## src/rtl/i2s_sample_sched.sv

```systemverilog
// i2s_sample_sched: stereo sample scheduler between an AMCLK-domain input strobe
// and a fixed-rate output tick.
//
// Incoming stereo pairs are buffered in a small FIFO. A free-running divider
// produces one output tick every MCLK_DIVIDER cycles. The FSM waits for PREFILL
// entries and then pops one pair per tick. Underruns and overflows are reported
// through sticky flags.
//
// Optional build macro:
//   I2S_SCHED_MUTE_ON_UNDERRUN_EN
//     Defined:   underrun and RECOVER ticks output 0/0.
//     Undefined: those ticks repeat the last popped pair.
//
// Ports:
//   AMCLK_i, reset_n             clock (rising edge) and async active-low reset
//   enable_i                     scheduler enable; low flushes the FIFO and idles
//   in_valid_i                   one-cycle strobe marking a new input pair
//   in_left_i, in_right_i        signed input pair
//   clr_status_i                 clears underrun_o / overflow_o
//   out_left_o, out_right_o      signed scheduled output pair
//   out_valid_o                  one-cycle pulse per output tick
//   fill_o                       FIFO occupancy, 0..FIFO_DEPTH
//   underrun_o, overflow_o       sticky error flags
//   state_o                      IDLE=0, PREFILL=1, RUN=2, RECOVER=3
module i2s_sample_sched #(
  parameter int unsigned DATA_BITS    = 16,
  parameter int unsigned MCLK_DIVIDER = 16,
  parameter int unsigned FIFO_DEPTH   = 4,
  parameter int unsigned PREFILL      = 2
) (
  input  logic                          AMCLK_i,
  input  logic                          reset_n,
  input  logic                          enable_i,
  input  logic                          in_valid_i,
  input  logic signed [DATA_BITS-1:0]   in_left_i,
  input  logic signed [DATA_BITS-1:0]   in_right_i,
  input  logic                          clr_status_i,
  output logic signed [DATA_BITS-1:0]   out_left_o,
  output logic signed [DATA_BITS-1:0]   out_right_o,
  output logic                          out_valid_o,
  output logic [$clog2(FIFO_DEPTH):0]   fill_o,
  output logic                          underrun_o,
  output logic                          overflow_o,
  output logic [1:0]                    state_o
);

  localparam int unsigned AW = $clog2(FIFO_DEPTH);
  localparam int unsigned FW = AW + 1;
  localparam int unsigned DW = (MCLK_DIVIDER > 1) ? $clog2(MCLK_DIVIDER) : 1;
  localparam int unsigned PW = 2 * DATA_BITS;

  typedef enum logic [1:0] {
    S_IDLE    = 2'd0,
    S_PREFILL = 2'd1,
    S_RUN     = 2'd2,
    S_RECOVER = 2'd3
  } state_t;

  state_t          state;
  logic [DW-1:0]   div_cnt;
  logic [AW-1:0]   wr_ptr;
  logic [AW-1:0]   rd_ptr;
  logic [PW-1:0]   mem [FIFO_DEPTH];

  logic            tick_c;
  logic            full_c;
  logic            empty_c;
  logic            ready_c;
  logic            pop_c;
  logic            push_c;
  logic            drop_c;
  logic            under_c;
  logic            mute_c;
  logic [PW-1:0]   head_c;

  assign state_o = state;

  // Datapath decisions for the current cycle.
  always_comb begin
    tick_c  = (div_cnt == DW'(MCLK_DIVIDER - 1));
    full_c  = (fill_o == FW'(FIFO_DEPTH));
    empty_c = (fill_o == '0);
    ready_c = (fill_o >= FW'(PREFILL));
    head_c  = mem[rd_ptr];
    // The PREFILL->RUN tick pops as well, so the first pulse carries the first pair.
    pop_c   = enable_i && tick_c &&
              (((state == S_RUN) && !empty_c) || ((state == S_PREFILL) && ready_c));
    // A simultaneous pop frees a slot, so a full FIFO still accepts the push.
    push_c  = enable_i && in_valid_i && (!full_c || pop_c);
    drop_c  = enable_i && in_valid_i && full_c && !pop_c;
    under_c = enable_i && tick_c && (state == S_RUN) && empty_c;
    mute_c  = enable_i && tick_c && (under_c || (state == S_RECOVER));
  end

  // Free-running output tick divider.
  always_ff @(posedge AMCLK_i or negedge reset_n) begin
    if (!reset_n) begin
      div_cnt <= '0;
    end else if (tick_c) begin
      div_cnt <= '0;
    end else begin
      div_cnt <= div_cnt + DW'(1);
    end
  end

  // FIFO storage; contents are don't-care after reset or flush.
  always_ff @(posedge AMCLK_i) begin
    if (push_c) begin
      mem[wr_ptr] <= {in_left_i, in_right_i};
    end
  end

  // FSM, FIFO pointers and registered output pair.
  always_ff @(posedge AMCLK_i or negedge reset_n) begin
    if (!reset_n) begin
      state       <= S_IDLE;
      wr_ptr      <= '0;
      rd_ptr      <= '0;
      fill_o      <= '0;
      out_left_o  <= '0;
      out_right_o <= '0;
      out_valid_o <= 1'b0;
    end else begin
      out_valid_o <= tick_c;
      if (!enable_i) begin
        state       <= S_IDLE;
        wr_ptr      <= '0;
        rd_ptr      <= '0;
        fill_o      <= '0;
        out_left_o  <= '0;
        out_right_o <= '0;
      end else begin
        if (push_c) begin
          wr_ptr <= wr_ptr + AW'(1);
        end
        if (pop_c) begin
          rd_ptr <= rd_ptr + AW'(1);
        end
        fill_o <= fill_o + FW'(push_c) - FW'(pop_c);

        if (pop_c) begin
          out_left_o  <= head_c[PW-1:DATA_BITS];
          out_right_o <= head_c[DATA_BITS-1:0];
        end else if (mute_c) begin
`ifdef I2S_SCHED_MUTE_ON_UNDERRUN_EN
          out_left_o  <= '0;
          out_right_o <= '0;
`else
          // Holding the registers repeats the last popped pair.
          out_left_o  <= out_left_o;
          out_right_o <= out_right_o;
`endif
        end

        case (state)
          S_IDLE:    state <= S_PREFILL;
          S_PREFILL: if (tick_c && ready_c) state <= S_RUN;
          S_RUN:     if (tick_c && empty_c) state <= S_RECOVER;
          S_RECOVER: if (tick_c && ready_c) state <= S_RUN;
          default:   state <= S_IDLE;
        endcase
      end
    end
  end

  // Sticky status flags; a set event outranks a clear in the same cycle.
  always_ff @(posedge AMCLK_i or negedge reset_n) begin
    if (!reset_n) begin
      underrun_o <= 1'b0;
      overflow_o <= 1'b0;
    end else begin
      if (under_c) begin
        underrun_o <= 1'b1;
      end else if (clr_status_i) begin
        underrun_o <= 1'b0;
      end
      if (drop_c) begin
        overflow_o <= 1'b1;
      end else if (clr_status_i) begin
        overflow_o <= 1'b0;
      end
    end
  end

endmodule

```

## config.mk

```make
export PLATFORM = sky130hd
export DESIGN_NAME = i2s_sample_sched
export DESIGN_NICKNAME = d
export VERILOG_FILES = /design/src/rtl/i2s_sample_sched.sv
export SDC_FILE = /design/constraint.sdc
export NUM_CORES = 1
export LEC_CHECK = 0
export CORE_MARGIN = 1
export CORE_UTILIZATION = 50
export DETAILED_ROUTE_END_ITERATION = 6
export GPL_TIMING_DRIVEN = 0
export PLACE_DENSITY = 0.73
export SYNTH_ARGS = -nofsm -noshare
export SYNTH_HDL_FRONTEND = slang
export SYNTH_SLANG_ARGS = --single-unit
```

## constraint.sdc

```tcl
create_clock -name AMCLK_i -period 7.5 [get_ports AMCLK_i]
set_input_delay 1.125 -clock AMCLK_i [delete_from_list [all_inputs] [get_ports AMCLK_i]]
set_output_delay 1.125 -clock AMCLK_i [all_outputs]
set_load 0.02 [all_outputs]
```

# After elaboration in Yosys (flattened, before gate mapping)
# Memories as Yosys holds them, arrays and structs flattened.
# Index checks and enable logic that the tools add are counted.
# totals
register_bits	48
latchBits	0
ramBits	128
rom_bits	0
inputBits	37
output_inout_bits	40
elab_cells	68
n_memories	1
# mem_list
memory	words	width	rd	rd_ports_with_merged_regs	wr	line	source
mem	4	32	1	0	1	63	logic [PW-1:0] mem [FIFO_DEPTH];
# classes
add_sub_neg	5
mul	0
div	0
magnitude_cmp	1
eq_ne	9
shifts	0
muxes	19
bitwise	0
reduce_logical	23
# ops
cell	count
2-to-1 mux 16 bit	4
2-to-1 mux 2 bit	7
logical AND 1 bit	12
!= test 3 x 2 -> 1 bit, second input constant	2
case mux 2 bit (3 select lines)	1
2-to-1 mux 1 bit	5
adder 2 x 1 -> 2 bit, second input constant	2
adder 4 x 1 -> 4 bit, second input constant	1
== test 2 bit, second input constant	2
== test 4 bit, second input constant	1
2-to-1 mux 4 bit	1
!= test 2 x 1 -> 1 bit, second input constant	2
nonzero test 2 bit	2
adder 3 x 1 -> 3 bit	1
== test 3 bit, second input constant	1
greater-or-equal comparator 3 x 2 -> 1 bit, second input constant	1
logical NOT 1 bit	3
logical NOT 3 bit	1
2-to-1 mux 3 bit	1
subtractor 3 x 1 -> 3 bit	1
== test 2 x 1 -> 1 bit, second input constant	1
logical NOT 2 bit	1
logical OR 1 bit	2
AND reduction 2 bit	1
OR reduction 2 bit	1

# Logic depth before layout (Yosys ltp)
# Gate-level depths: netlist of run 1.
# depth
depth_word	10
ltp_mapped	14

# Least setup slack after synthesis of run 1
# OpenSTA, ideal clock, no wires.
# synth_timing
path_type	input-to-reg
start	in in_valid_i
end	mem mem[0][0] (netlist name), enable pin
setup_ps	432
arrival_ps	3136
required_ps	7068
path_slack_ps	3932
stages	4
path_cell_list	and2_1 buf_1 nand2_1 a21oi_1
# synth_via
elab_chain_len	4
# synth_lines
item	line	source
from (decl)	34	input logic in_valid_i,
logical AND 1 bit (2 in a row)	89	push_c = enable_i && in_valid_i && (!full_c || pop_c);
2-to-1 mux 1 bit	108	if (push_c) begin
2-to-1 mux 1 bit (not written as such)	109	mem[wr_ptr] <= {in_left_i, in_right_i};
to (decl)	63	
# No other way between the ends.

# Worst setup path in the final report of run 1
# layout_timing
start	in enable_i
end	reg fill_o[2]
# layout_via
elab_chain_len	7
elab_cells_between_ends	8
classes_between	add/sub: 2; mux: 1; reduce/logical: 5
# layout_lines
item	line	source
from (decl)	33	input logic enable_i,
logical AND 1 bit	n/a	
logical AND 1 bit	86	pop_c = enable_i && tick_c &&
logical OR 1 bit	89	
logical AND 1 bit	89	
adder 3 x 1 -> 3 bit	139	fill_o <= fill_o + FW'(push_c) - FW'(pop_c);
subtractor 3 x 1 -> 3 bit	139	
2-to-1 mux 3 bit *	125	if (!enable_i) begin
to (signal assigned)	139	
to (decl)	41	output logic [$clog2(FIFO_DEPTH):0] fill_o,
# Mark *: on every way between the ends. The rest lies on a longest branch, timed or not.
# A chain may end at the register's enable or synchronous reset.

==> run summary, run 1 <==
CP bufs+invs: 6
CTS tree: done
Yosys reg bits: 176
Fin crit share: 0.467
CP peak stage delay: 0.56 ns
Vias in the first global route: 4074
PortBufs: 76
RSZ-0062 raised after global routing: false
Synthesized-area fraction occupied by adder cells: 0.0172
Slew Limit Headroom: 0.464
Tmin final: 3.50 ns
DRC viols: 0
Initial antenna violation count: 0
I/O pin cnt: 77
Clk buf depth: 2
Post-synthesis mux area share: 0.152
DRT Pass-1 Iters: 4
Syn Std Cell Area: 6980 sq um
Pwr Density: 243 nW/um^2
Post-synthesis xor/xnor area fraction: 0.00251
Slew Limit Fails: 0
Mean Syn Cell Area: 17.1 sq um
Startpoint types: input pin
H-tree depth: 4
Syn Inst Count: 407
Initial Utilization: 0.521
Max VDD drop: 0.000137 V
Net Switching: 431 uW
Clock-pin slew on the worst setup and hold paths: 0.06 ns
GR Util All Layers: 0.207
Dominant cells by area after synthesis: edfxtp_1 (55%), dfrtp_1 (17%), mux4_2 (10%)
Largest fanout on the critical path: 10
Worst slew pin tran: 0.801 ns
Final setup skew: 0.00780 ns
Crit end category: flip-flop
Largest net degree at the start of global routing: 37
Comb power frac: 0.072
Simple-gate share of the synthesized area: 0.0628
Initial DRC count: 269
Ratio of cells with drive above 1 in the final layout: 0.152
Mapped Nets: 453
WP data required: 7.82 ns
P&R area growth vs syn: 24.9%
Count of final hold-check violations: 0
Clock network power share: 0.408
Leakage Power: 0.00328 uW
PostCTS Resize Cnt: 0
Num CTS Buffers: 17
First-pass GRT wire length: 21400 um
Fin cells: 696
Post-DRT Antenna Nets: 0
Max Cap Viol: 0
Dpl hpwl: 8570 um
Clk root buf: clkbuf_16
Outcome: complete, no violations
Setup Buffers After CTS: 0
Dpl cells: 664
EDFF count, synth: 128
Final Cell Area: 8710 sq um
WL final: 13200 um
Sw Ratio: 0.203
Final #Nets: 553
Hold Path Class: reg -> reg
WS Path Type: in -> reg
Top FF cell, synth: edfxtp_1
Die ar.: 14400 sq um
Crit path max-delay family: buffers and inverters
Gpl congestion: 0.766
Sequential power share: 0.520
Syn. warnings: 0
Fmax achieved: 285 MHz
Area share of the largest cell type after synthesis: 0.551
Async set-reset flop share out of synthesis: 0.273
Clk sinks: 176
Clk Latency, worst-skew pair: 0.43 ns
Grt total ovfl: 0
Number of hold buffers added after CTS: 0
Wire per inst: 18.9 um
Setup TNS: 0 ns
Placed Instance Area: 8130 sq um
Internal power: 1690 uW
Routed vias: 3779
Worst path most repeated cell: inv_1
Diodes inserted: 0
Final setup viols: 0
WP data arrival: 3.82 ns
Die Span Y: 120 um
Via density: 5.43
Synth cell types: 36
Die X: 120 um
Sequential-to-total area share from yosys stat: 0.723
Post-synth top area cell: edfxtp_1
Synth Area in Compound Gates: 0.0213
Main combinational cell family by area after synthesis: multiplexers
Row cnt: 42
Core Footprint: 13400 sq um
CP cell instances: clkdlybuf4s50_1 -> clkbuf_1 -> clkbuf_1 -> inv_1 -> nor2_1 -> ha_1 -> inv_1 -> ha_1 -> inv_1 -> fa_1 -> xnor2_1 -> nor2_1
Critical-path top delay cell: clkdlybuf4s50_1
## cell usage after synthesis (2+ instances only)
library cell / count
buf_2: 5
or4_1: 2
nor3_1: 3
o211ai_1: 2
dfrtp_1: 48
ha_1: 8
mux4_2: 32
a32o_1: 2
a21oi_1: 6
o21ai_0: 4
o21a_1: 2
nand2b_1: 4
buf_1: 3
nand3_1: 3
buf_6: 3
nand2_1: 73
inv_1: 9
edfxtp_1: 128
nor2_1: 9
and2_1: 3
clkbuf_1: 10
mux2i_1: 34
## per-layer routing
layer  part of all wire  GRT usage
met5                  0          0
met4              0.016     0.0883
met2               0.53      0.345
met3              0.038     0.0447
met1               0.42      0.262
## state kept, by name, indices dropped and copies added, names as in the netlist
| signal | flops |
|---|---|
| div_cnt | 4 |
| fill_o | 3 |
| mem | 128 |
| out_left_o | 16 |
| out_right_o | 16 |
| out_valid_o | 1 |
| overflow_o | 1 |
| rd_ptr | 2 |
| state_o | 2 |
| underrun_o | 1 |
| wr_ptr | 2 |
## logic make-up (layout without fill, tap and decap cells)
family,Yosys count,count (layout)
DFF,176,176
adders and majority gates,9,9
AOI/OAI and AO/OA,21,21
buffers and inverters,31,144
and+or+nand+nor,102,102
muxes,66,66
xor gates and xnor gates,2,2
## per-stage QoR
| stage | worst slack, ns | power (uW) | hold slack, ns | utilization |
|---|---|---|---|---|
| final | 4.00 | 2120 | 0.505 | 0.650 |
| after global routing | 3.75 | 2180 | 0.525 | 0.650 |
| after CTS | 3.98 | 2130 | 0.503 | 0.650 |
| after detailed placement | 3.53 | 1280 | 0.487 | 0.606 |
| after global placement | 1.95 | 1260 | 0.476 | 0.594 |
| after floorplan | 3.93 | 1190 | 0.451 | - |
## power groups by stage
| stage | combinational, uW | clock [uW] | sequential (uW) |
|---|---|---|---|
| floorplan | 69.3 | 0 | 1130 |
| global route | 167 | 909 | 1100 |
| global placement | 135 | 0 | 1120 |
| finish | 152 | 864 | 1100 |
| CTS | 155 | 876 | 1100 |
| detailed placement | 154 | 0 | 1120 |
## final cells by class
type | instances | area [sq um]
Clock buffer | 24 | 462
Fill cell | 948 | 4690
Multi-Input combinational cell | 200 | 1840
Sequential cell | 176 | 5040
Inverter | 10 | 37.5
Clock inverter | 8 | 116
Buffer | 21 | 108
Tap cell | 176 | 220
Timing Repair Buffer | 81 | 886
## worst paths after layout
path                             from        endpoint  slack, ns  cells past startpoint
min in group asynchronous     reset_n  out_left_o[12]       0.60                      1
min                        div_cnt[3]      div_cnt[3]       0.50                      1
max reg2reg                 fill_o[1]       fill_o[2]       4.62                     13
max                          enable_i       fill_o[2]       4.00                     12
max in group asynchronous     reset_n  out_right_o[3]       6.38                      2
min reg2reg                div_cnt[3]      div_cnt[3]       0.50                      1
## cell usage in the layout, fill, tap and decap left out, drive strengths merged
cell and instances:
edfxtp 128, clkdlybuf4s50 75, nand2 73, dfrtp 48
mux2i 34, clkbuf 34, mux4 32, buf 17
nor2 9, inv 9, ha 8, a21oi 7
o21ai 5, clkinv 5, nand2b 4, nor3 3
nand3 3, and2 3, bufinv 3, o21a 2
or4 2, o211ai 2, a32o 2, or3b 2
xor2 1, nor3b 1, xnor2 1, nand3b 1
o22ai 1, o311ai 1, a311oi 1, nor2b 1
fa 1, clkinvlp 1
No activity file was read; power rests on OpenSTA's default activity.
==> run 2, diff against run 1 <==
Clock period 7.5 ns to 3.3 ns, I/O delays scaled along.
==> run summary, run 2 (synthesis gave the netlist of run 1 again) <==
CP bufs+invs: 4 (-2)
Reg area: 5040 sq um (unchanged)
Startpoint types: flip-flop
Max Cap Viol: 0 (unchanged)
Critical-path top delay cell: dfrtp_1
Fmax achieved: 347 MHz
Largest net degree at the start of global routing: 37 (unchanged)
Tmin final: 2.88 ns
Row cnt: 42 (unchanged)
Gpl congestion: 0.766 (unchanged)
Vias in the first global route: 4074 (unchanged)
Hold Path Class: reg -> reg
Slew Limit Fails: 0 (unchanged)
Clock-pin slew on the worst setup and hold paths: 0.06 ns (about the same)
Initial Utilization: 0.521 (unchanged)
Core Footprint: 13400 sq um (unchanged)
Grt total ovfl: 0 (unchanged)
Clk root buf: clkbuf_16
FILL cells: 947 (-0.11%)
Power consumption: 4810 uW (+130%)
Pwr Density: 552 nW/um^2 (+130%)
CP peak stage delay: 0.49 ns (-0.07 ns)
Final #Nets: 554 (+0.18%)
Most common cell after layout, fill and taps aside: edfxtp_1
H-tree depth: 4 (unchanged)
Count of final hold-check violations: 0 (unchanged)
Ratio of cells with drive above 1 in the final layout: 0.152 (-0.000292)
Via density: 5.46 (+0.49%)
WS Path Type: reg -> reg
DRT Pass-1 Iters: 4 (unchanged)
Finished Core Util: 0.651 (+0.000747)
First-pass GRT wire length: 21400 um (unchanged)
Final setup skew: 0.00794 ns (+0.000142 ns)
Clk sinks: 176 (unchanged)
WL final: 13200 um (+0.38%)
Initial antenna violation count: 0 (unchanged)
Max VDD drop: 0.000312 V (+130%)
Clk buf depth: 2 (unchanged)
Biggest register: mem
Dpl hpwl: 8570 um (unchanged)
Worst slew pin tran: 0.804 ns (+0.00344 ns)
PortBufs: 76 (unchanged)
Die Span Y: 120 um (unchanged)
Outcome: complete, no violations
Routed vias: 3803 (+0.64%)
Setup Buffers After CTS: 0 (unchanged)
I/O pin cnt: 77 (unchanged)
Wire per inst: 19.0 um (+0.24%)
Initial DRC count: 312 (+16%)
GR Util All Layers: 0.207 (unchanged)
Diodes inserted: 0 (unchanged)
Post-DRT Antenna Nets: 0 (unchanged)
DRC viols: 0 (unchanged)
Final setup viols: 0 (unchanged)
CP cell instances: or3b_4 -> a21oi_4 -> o21ai_2 -> buf_6 -> buf_6 -> nor2_1 -> ha_1 -> inv_1 -> ha_1 -> inv_1 -> fa_1 -> xnor2_1 -> nor2_1
Min Hold Slack: 0.505 ns (-0.000282 ns)
Area of the multi-input gates: 1840 sq um (unchanged)
P&R area growth vs syn: 25.0%
Fin crit share: 0.873
Setup TNS: 0 ns (unchanged)
Clk Latency, worst-skew pair: 0.43 ns (about the same)
RSZ-0062 raised after global routing: false
Largest register FFs: 128 (unchanged)
Slew Limit Headroom: 0.461 (-0.00230)
CTS tree: done
Leakage Power: 0.00328 uW (+0.13%)
WP data required: 3.62 ns (-4.20 ns)
WP data arrival: 3.20 ns (-0.62 ns)
Crit end category: flip-flop
Die ar.: 14400 sq um (unchanged)
Most frequent cells in the layout: edfxtp_1 (128), clkdlybuf4s50_1 (75), nand2_1 (73), dfrtp_1 (48), mux2i_1 (34)
Largest fanout on the critical path: 10 (unchanged)
Die X: 120 um (unchanged)
Largest registers: mem (128), out_left_o (16), out_right_o (16)
Num CTS Buffers: 17 (unchanged)
Crit path max-delay family: adder cells
-- run 2: repair_timing --
item,4_1_cts,5_1_grt
hold endpoints to repair,12,0
gates resized for setup,0,0
hold buffers,1,0
-- run 2: worst paths after layout --
path | start | endpoint | slack [ns] | depth (start not counted)
max reg2reg | fill_o[1] | fill_o[2] | 0.42 | 13
max | fill_o[1] | fill_o[2] | 0.42 | 13
min | div_cnt[3] | div_cnt[3] | 0.50 | 1
min in group asynchronous | reset_n | out_left_o[12] | 0.51 | 2
min reg2reg | div_cnt[3] | div_cnt[3] | 0.50 | 1
max in group asynchronous | reset_n | out_right_o[15] | 2.27 | 3
-- run 2: per-stage QoR --
| step | area (sq um) | cells | worst slack (ns) |
|---|---|---|---|
| detailed placement | 8130 | 664 | -0.0371 |
| floorplan | 6980 | 407 | -0.259 |
| global route | 8720 | 697 | 0.178 |
| global placement | 7960 | 659 | -1.63 |
| finish | 8720 | 697 | 0.418 |
| CTS | 8710 | 697 | 0.411 |
-- run 2: final cells by class --
type	count	area share
Multi-Input combinational cell	200	0.211
Timing Repair Buffer	82	0.103
Clock buffer	24	0.0529
Sequential cell	176	0.579
Buffer	21	0.0123
Inverter	10	0.00430
Clock inverter	8	0.0133
Tap cell	176	0.0253
-- run 2: metal layers --
metal  GRT usage  vias up  part of all wire
met1       0.262     1978              0.43
li1            -     1723                 -
met4      0.0883        0             0.018
met3      0.0442       17             0.034
met2       0.345       85              0.52
met5           0        -                 0
-- run 2: where the power goes --
part / internal, uW / switching (uW)
Combinational: 158 / 187
Sequential: 2470 / 32.0
Clock: 1200 / 761
